--- src/rtl/if_fetch_stage.sv ---
// Instruction-fetch stage with IF/ID output register, 1-entry skid buffer and
// req/ack instruction-memory handshake with branch redirect and in-flight drop.
module if_fetch_stage #(
  parameter int                ADDR_W   = 32,
  parameter logic [ADDR_W-1:0] RESET_PC = '0,
  parameter int                PC_STEP  = 4
) (
  input  logic              clk,
  input  logic              rst,
  input  logic              hazard,
  input  logic              freeze,
  input  logic              branch_taken,
  input  logic [ADDR_W-1:0] branch_addr,
  output logic              imem_req,
  output logic [ADDR_W-1:0] imem_addr,
  input  logic              imem_ack,
  input  logic [31:0]       imem_rdata,
  output logic              valid,
  output logic [31:0]       instruction,
  output logic [ADDR_W-1:0] pc_out
);

  typedef enum logic [1:0] {
    S_REQ,
    S_IDLE,
    S_DROP
  } state_t;

  state_t            state;
  logic [ADDR_W-1:0] pc;
  logic [ADDR_W-1:0] redirect;

  logic              skid_valid;
  logic [31:0]       skid_instr;
  logic [ADDR_W-1:0] skid_pc;

  logic              stall;
  logic              ack_ok;
  logic              accept;
  logic [ADDR_W-1:0] pc_inc;

  logic              valid_n;
  logic [31:0]       instr_n;
  logic [ADDR_W-1:0] pc_out_n;
  logic              skid_valid_n;
  logic [31:0]       skid_instr_n;
  logic [ADDR_W-1:0] skid_pc_n;

  // NOTE: rst is folded in combinationally so the request drops the instant
  // reset asserts, not at the next clock edge.
  assign imem_req  = !rst && (state != S_IDLE);
  assign imem_addr = pc;
  assign stall     = hazard | freeze;
  assign ack_ok    = imem_req & imem_ack;
  assign accept    = (state == S_REQ) && ack_ok && !branch_taken;
  assign pc_inc    = pc + ADDR_W'(PC_STEP);

  // Next value of the IF/ID register and skid buffer.
  always_comb begin
    // NOTE: every target gets a default first so no path leaves one unassigned
    // and no latch is inferred.
    valid_n      = valid;
    instr_n      = instruction;
    pc_out_n     = pc_out;
    skid_valid_n = skid_valid;
    skid_instr_n = skid_instr;
    skid_pc_n    = skid_pc;

    if (branch_taken) begin
      valid_n      = 1'b0;
      skid_valid_n = 1'b0;
    end else if (!stall || !valid) begin
      if (skid_valid) begin
        valid_n      = 1'b1;
        instr_n      = skid_instr;
        pc_out_n     = skid_pc;
        skid_valid_n = accept;
        if (accept) begin
          skid_instr_n = imem_rdata;
          skid_pc_n    = pc_inc;
        end
      end else if (accept) begin
        valid_n  = 1'b1;
        instr_n  = imem_rdata;
        pc_out_n = pc_inc;
      end else begin
        valid_n = 1'b0;
      end
    end else if (accept) begin
      // Output is held by the stall; park the arriving word.
      skid_valid_n = 1'b1;
      skid_instr_n = imem_rdata;
      skid_pc_n    = pc_inc;
    end
  end

  // NOTE: all state here uses non-blocking assignments so every register
  // samples pre-edge values regardless of statement order.
  always_ff @(posedge clk or posedge rst) begin
    if (rst) begin
      state       <= S_REQ;
      pc          <= RESET_PC;
      redirect    <= '0;
      valid       <= 1'b0;
      instruction <= '0;
      pc_out      <= '0;
      skid_valid  <= 1'b0;
      skid_instr  <= '0;
      skid_pc     <= '0;
    end else begin
      valid       <= valid_n;
      instruction <= instr_n;
      pc_out      <= pc_out_n;
      skid_valid  <= skid_valid_n;
      skid_instr  <= skid_instr_n;
      skid_pc     <= skid_pc_n;

      unique case (state)
        S_REQ: begin
          if (ack_ok && branch_taken) begin
            pc <= branch_addr;
          end else if (ack_ok) begin
            pc    <= pc_inc;
            state <= skid_valid_n ? S_IDLE : S_REQ;
          end else if (branch_taken) begin
            redirect <= branch_addr;
            state    <= S_DROP;
          end
        end
        S_IDLE: begin
          if (branch_taken) begin
            pc    <= branch_addr;
            state <= S_REQ;
          end else if (!skid_valid_n) begin
            state <= S_REQ;
          end
        end
        S_DROP: begin
          // The in-flight word is stale; a branch in the ack cycle wins.
          if (ack_ok) begin
            pc    <= branch_taken ? branch_addr : redirect;
            state <= S_REQ;
          end else if (branch_taken) begin
            redirect <= branch_addr;
          end
        end
        default: state <= S_REQ;
      endcase
    end
  end

endmodule

--- config.mk ---
export PLATFORM = sky130hd
export DESIGN_NAME = if_fetch_stage
export DESIGN_NICKNAME = d
export VERILOG_FILES = /design/src/rtl/if_fetch_stage.sv
export SDC_FILE = /design/constraint.sdc
export NUM_CORES = 1
export LEC_CHECK = 0
export ABC_AREA = 1
export CORE_MARGIN = 2
export CORE_UTILIZATION = 54
export CTS_BUF_LIST = sky130_fd_sc_hd__clkbuf_16
export DETAILED_ROUTE_END_ITERATION = 6
export GPL_TIMING_DRIVEN = 0
export PLACE_DENSITY = 0.85
export SKIP_LAST_GASP = 1
export SYNTH_ARGS = -nofsm -noshare
export SYNTH_HDL_FRONTEND = slang
export SYNTH_SLANG_ARGS = --single-unit
--- constraint.sdc ---
create_clock -name clk -period 8.6 [get_ports clk]
set_input_delay 1.29 -clock clk [delete_from_list [all_inputs] [get_ports clk]]
set_output_delay 1.29 -clock clk [all_outputs]
set_load 0.02 [all_outputs]
==> results.yml, run 1 <==
finish:
  drive_above_1_share: 0.0633
  fin_cells: 1799
  nNetsFinal: 1627
  num_antenna_cells: 0
  fin_area_um2: 12800
  syn2layout_area_growth_pct: 25.4
  fin_util: 0.688
global_routing:
  grt_max_degree: 105
  grt_use_total: 0.299
  antenna_found_initial: 0
  grt_pass1_vias: 9348
  grt_pass1_wl_mm: 47.4
  grt.overflow.total: 0
logic_synthesis:
  ys_top_cells_by_count: "475 x nand2_1, 196 x dfrtp_1, 134 x o21ai_0"
  synth_flop_cell: "dfrtp_1"
  postSynthAreaPerCell_um2: 7.49
  synth_edf_count: 0
  ys_seq_area_frac: 0.480
  synth_top_area_cell: "dfrtp_1"
  syn_inst: 1366
  synth_fp_nets: 1441
  syn_area_um2: 10200
  synth.most_common_cell: "nand2_1"
  yosys_warnings: 0
  synth_area_leaders: "dfrtp_1 48%, nand2_1 17%, o21ai_0 6.6%"
  synth_cell_types: 38
  postSynth.asyncResetShare: 1.00
  yosysTopAreaCellShare: 0.480
  ys_ff_latch: 196
drt:
  drt_iter0_drc: 883
  drt-pass1-iter-count: 5
  vias: 9877
  postRouteAntennaNets: 0
  wl_mm: 29.3
  drc: 0
  viasPerCell: 5.49
  wl_per_cell_um: 16.3
sta:
  setup_viol: 0
  rsz0062_at_grt: "false"
  relSlewSlack: 0.555
  tightest_slew_ns: 0.667
  fin_skew_ns: 0.0124
  hold_viol: 0
  period_needed_ns: 3.97
  final_max_slew_viol_count: 0
  period_share: 0.461
  setup_tns_ns: 0
  fmax_mhz: 252
run:
  max-cap-violations: 0
setup_path:
  startpoint_type: "input port"
  crit_type: "input port to primary output"
  critPathRequiredTime_ns: 7.31
  critPathArrivalTime_ns: 2.68
  setup.worst_path.end_class: "primary output"
  worstPathMaxFanout: 3
die:
  core-area_um2: 18600
  rows: 50
  pin_count: 168
  initial_core_util: 0.549
  die_h_um: 142
  die-area_um2: 20100
  fp.dieW_um: 142
clocking:
  cts_sinks: 196
  cts_root_buffer: "clkbuf_16"
  max-clock-path-buffers: 2
  path_clk_slew_ns: 0.07
  post_cts_resized: 0
  ctsHoldBuffers: 0
  insertion_delay_ns: 0.45
  cts_made_buffers: 17
  post_cts_buffers: 0
  cts_tree: "done"
  ctsHtreeMaxLevel: 4
power_and_ir_drop:
  clkPwrFrac: 0.181
  p_sw_frac: 0.424
  p_leak_uw: 0.00614
  powerDensity_nw_per_um2: 354
  power_uw: 4540
  internal-power_uw: 2610
  power.switching_uw: 1920
  pwr-share-comb: 0.454
  p_seq_frac: 0.366
  peakVddDrop_v: 0.000180
status:
  status: "complete, no violations"
placed_design:
  io_buffers: 166
  dp_cells: 1767
  place_area_um2: 12200
  dp.final_hpwl_mm: 21.9
  gp_congestion: 0.900
min_path:
  hold_class: "flop to flop"
stage by stage:
step	hold slack (ns)	worst slack, ns
after floorplan	0.448	1.97
after global placement	0.460	-0.495
after detailed placement	0.465	4.63
after CTS	0.485	4.62
after global routing	0.504	4.61
final	0.486	4.63
cell type report:
| cell class | count | area, um2 |
|---|---|---|
| fill | 1511 | 5820 |
| sequential | 196 | 4900 |
| multi-input combinational | 979 | 4490 |
| timing repair buffer | 167 | 1690 |
| inverter | 111 | 429 |
| clock buffer | 17 | 425 |
| buffer | 80 | 415 |
| tap | 234 | 293 |
| clock inverter | 15 | 180 |
power groups by stage:
stage	registers, uW	logic [uW]	clock network (uW)
3_3_place_gp	1650	1980	0
2_1_floorplan	1850	989	0
4_1_cts	1650	2050	824
6_report	1660	2060	819
3_5_place_dp	1660	2040	0
5_1_grt	1700	2270	864
per-layer routing:
metal / share of wire / track usage / vias to the layer above
met1: 0.43 / 0.412 / 4597
met5: 0 / 0 / -
met3: 0.071 / 0.0445 / 58
li1: - / - / 4776
met2: 0.47 / 0.488 / 446
met4: 0.026 / 0.105 / 0
cell families after synthesis:
| logic type | count (synthesis) | synth area share |
|---|---|---|
| AO/OA/AOI/OAI | 308 | 0.166 |
| multiplexers | 1 | 0.000979 |
| XOR/XNOR | 12 | 0.0103 |
| AND/OR/NAND/NOR | 653 | 0.256 |
| adder cells (fa/ha/maj) | 5 | 0.00612 |
| flip-flops | 196 | 0.480 |
| buffers and inverters | 191 | 0.0818 |
registers in the layout (all words and copies together) (netlist names):
| register | cells |
|---|---|
| imem_addr | 32 |
| instruction | 32 |
| pc_out | 32 |
| redirect | 32 |
| skid_instr | 32 |
| skid_pc | 32 |
| skid_valid | 1 |
| state | 2 |
| valid | 1 |
critical path, stage by stage:
cell and delay, ns:
clkdlybuf4s50_1 0.58, nor2_8 0.19, clkdlybuf4s50_1 0.62
final timing paths:
path | end | slack (ns) | startpoint | cells past startpoint
max reg2reg | skid_instr[31]$_DFFE_PP0P_ | 6.35 | state[1]$_DFFE_PP0P_ | 11
max in group asynchronous | skid_pc[20]$_DFFE_PP0P_ | 6.19 | rst | 3
max | imem_req | 4.63 | rst | 3
min reg2reg | pc_out[13]$_DFFE_PP0P_ | 0.49 | pc_out[13]$_DFFE_PP0P_ | 2
min | pc_out[13]$_DFFE_PP0P_ | 0.49 | pc_out[13]$_DFFE_PP0P_ | 2
min in group asynchronous | redirect[3]$_DFFE_PP0P_ | 1.48 | rst | 2
cell usage in the layout, fill, tap and decap left out, drive strengths merged:
master	count
o211ai	2
nand2	481
mux2i	1
inv	119
xnor2	1
clkbuf	55
bufinv	1
xor2	11
a21oi	93
o21ai	146
a31oi	44
nand4	1
buf	43
o21a	4
clkinv	4
clkdlybuf4s50	166
nor2	119
and2	3
clkinvlp	2
or2	5
dfrtp	196
nor3	3
nand3	41
a21o	1
a22o	17
a21boi	1
ha	5
(Power assumes the default switching activity.)
==> inputs of run 2 (changes only) <==
CORE_UTILIZATION = 49   (was 54)
PLACE_DENSITY = 0.81   (was 0.85)
clock period = 3.3 ns   (was 8.6 ns; I/O delays follow)
==> results.yml, run 2 (synthesis results as in run 1) <==
setup_path:
  cpPeakStageDelay_ns: 0.62
  slowest_stage: "clkdlybuf4s50_1"
  crit_type: "flop to primary output"
  critPathArrivalTime_ns: 2.08
  path_buf_inv: 3
  setup.worst_path.end_class: "primary output"
  crit_cells: 5
  critPathRequiredTime_ns: 2.80
  worstPathMaxFanout: 8
  crit_chain: "inv_1, ha_1, buf_6, nor2_8, clkdlybuf4s50_1"
  startpoint_type: "flop"
  rr_worst_depth: 12
  path_delay_family: "buffers and inverters"
die:
  rows: 52
  die-area_um2: 22000
  pin_count: 168
  core-area_um2: 20400
  die_h_um: 148
  fp.dieW_um: 148
  initial_core_util: 0.502
sta:
  final_max_slew_viol_count: 0
  tightest_slew_ns: 0.804
  period_share: 0.782
  setup_ws_ns: 0.721
  setup_viol: 0
  hold_viol: 0
  relSlewSlack: 0.463
  fin_skew_ns: 0.0113
  period_needed_ns: 2.58
  rsz0062_at_grt: "false"
  fmax_mhz: 388
clocking:
  cts_made_buffers: 17
  cts_sinks: 196
  insertion_delay_ns: 0.44
  ctsHtreeMaxLevel: 4
  cts_tree: "done"
  path_clk_slew_ns: 0.08
  post_cts_resized: 0
  max-clock-path-buffers: 2
  cts_root_buffer: "clkbuf_16"
  ctsHoldBuffers: 0
  post_cts_buffers: 0
placed_design:
  dpl_worst_slack_ns: 0.841
  io_buffers: 166
  dp.final_hpwl_mm: 22.2
  dp_cells: 1806
  gp_congestion: 0.914
finish:
  drive_above_1_share: 0.0651
  mostFrequentLayoutCell: "nand2_1"
  num_antenna_cells: 0
  layout_common_cells: "475 x nand2_1, 196 x dfrtp_1, 166 x clkdlybuf4s50_1, 134 x o21ai_0, 112 x nor2_1"
  syn2layout_area_growth_pct: 26.3
  nNetsFinal: 1630
  fin_cells: 1838
drt:
  viasPerCell: 5.24
  wl_mm: 28.9
  postRouteAntennaNets: 0
  drt_iter0_drc: 932
  vias: 9632
  drt-pass1-iter-count: 5
  drc: 0
  wl_per_cell_um: 15.7
global_routing:
  grt_max_degree: 47
  grt_pass1_vias: 9019
  antenna_found_initial: 0
  grt_use_total: 0.267
  grt.overflow.total: 0
  grt_pass1_wl_mm: 46.5
status:
  status: "complete, no violations"
power_and_ir_drop:
  powerDensity_nw_per_um2: 915
  p_leak_uw: 0.00616
  peakVddDrop_v: 0.000435
min_path:
  hold_class: "flop to flop"
  min_path_cells: 2
run:
  max-cap-violations: 0
-- run 2: layer usage --
| metal | global-route usage | wire (um) | vias to the layer above |
|---|---|---|---|
| met2 | 0.437 | 13500 | 377 |
| met3 | 0.0371 | 2030 | 50 |
| li1 | - | - | 4770 |
| met4 | 0.0948 | 704 | 0 |
| met5 | 0 | 0 | - |
| met1 | 0.367 | 12700 | 4435 |
-- run 2: worst paths after layout --
| check | from | to | slack (ns) |
|---|---|---|---|
| worst max register to register | state[1]$_DFFE_PP0P_ | imem_addr[28]$_DFFE_PP0P_ | 1.08 |
| worst min register to register | pc_out[19]$_DFFE_PP0P_ | pc_out[19]$_DFFE_PP0P_ | 0.48 |
| max in group asynchronous | rst | skid_pc[20]$_DFFE_PP0P_ | 1.40 |
| worst max-delay path | state[1]$_DFFE_PP0P_ | imem_req | 0.72 |
| worst min-delay path | pc_out[19]$_DFFE_PP0P_ | pc_out[19]$_DFFE_PP0P_ | 0.48 |
| min in group asynchronous | rst | redirect[2]$_DFFE_PP0P_ | 0.70 |
-- run 2: report_power, final --
| group | leakage, uW | switching (uW) | total, uW | internal [uW] |
|---|---|---|---|---|
| Combinational | 0.00349 | 3160 | 5380 | 2220 |
| Clock | 0.000297 | 1040 | 2140 | 1100 |
| Sequential | 0.00237 | 802 | 4310 | 3500 |
| Total | 0.00616 | 5010 | 11800 | 6820 |
-- run 2: stage by stage --
step	area (um2)	util	hold WS, ns	setup TNS (ns)	total power (uW)
floorplan	10200	-	0.448	0	7400
global placement	12200	0.601	0.460	-253.98	9490
detailed placement	12300	0.605	0.465	0	9660
CTS	12900	0.634	0.484	0	11800
global route	12900	0.634	0.498	0	12600
finish	12900	0.634	0.479	0	11800
-- run 2: worst min-delay path, cell delays in order (launching register included) --
cell     delay [ns]
dfrtp_1        0.34
nand2_1        0.05
nand2_1        0.05
-- run 2: final cells by class --
class / instances / area, um2
fillers: 1729 / 7440
flip-flops and latches: 196 / 4900
multi-input cells: 979 / 4490
repair buffers: 170 / 1740
clock buffers: 17 / 425
inverters: 111 / 425
plain buffers: 80 / 415
well taps: 270 / 338
clock inverters: 15 / 184
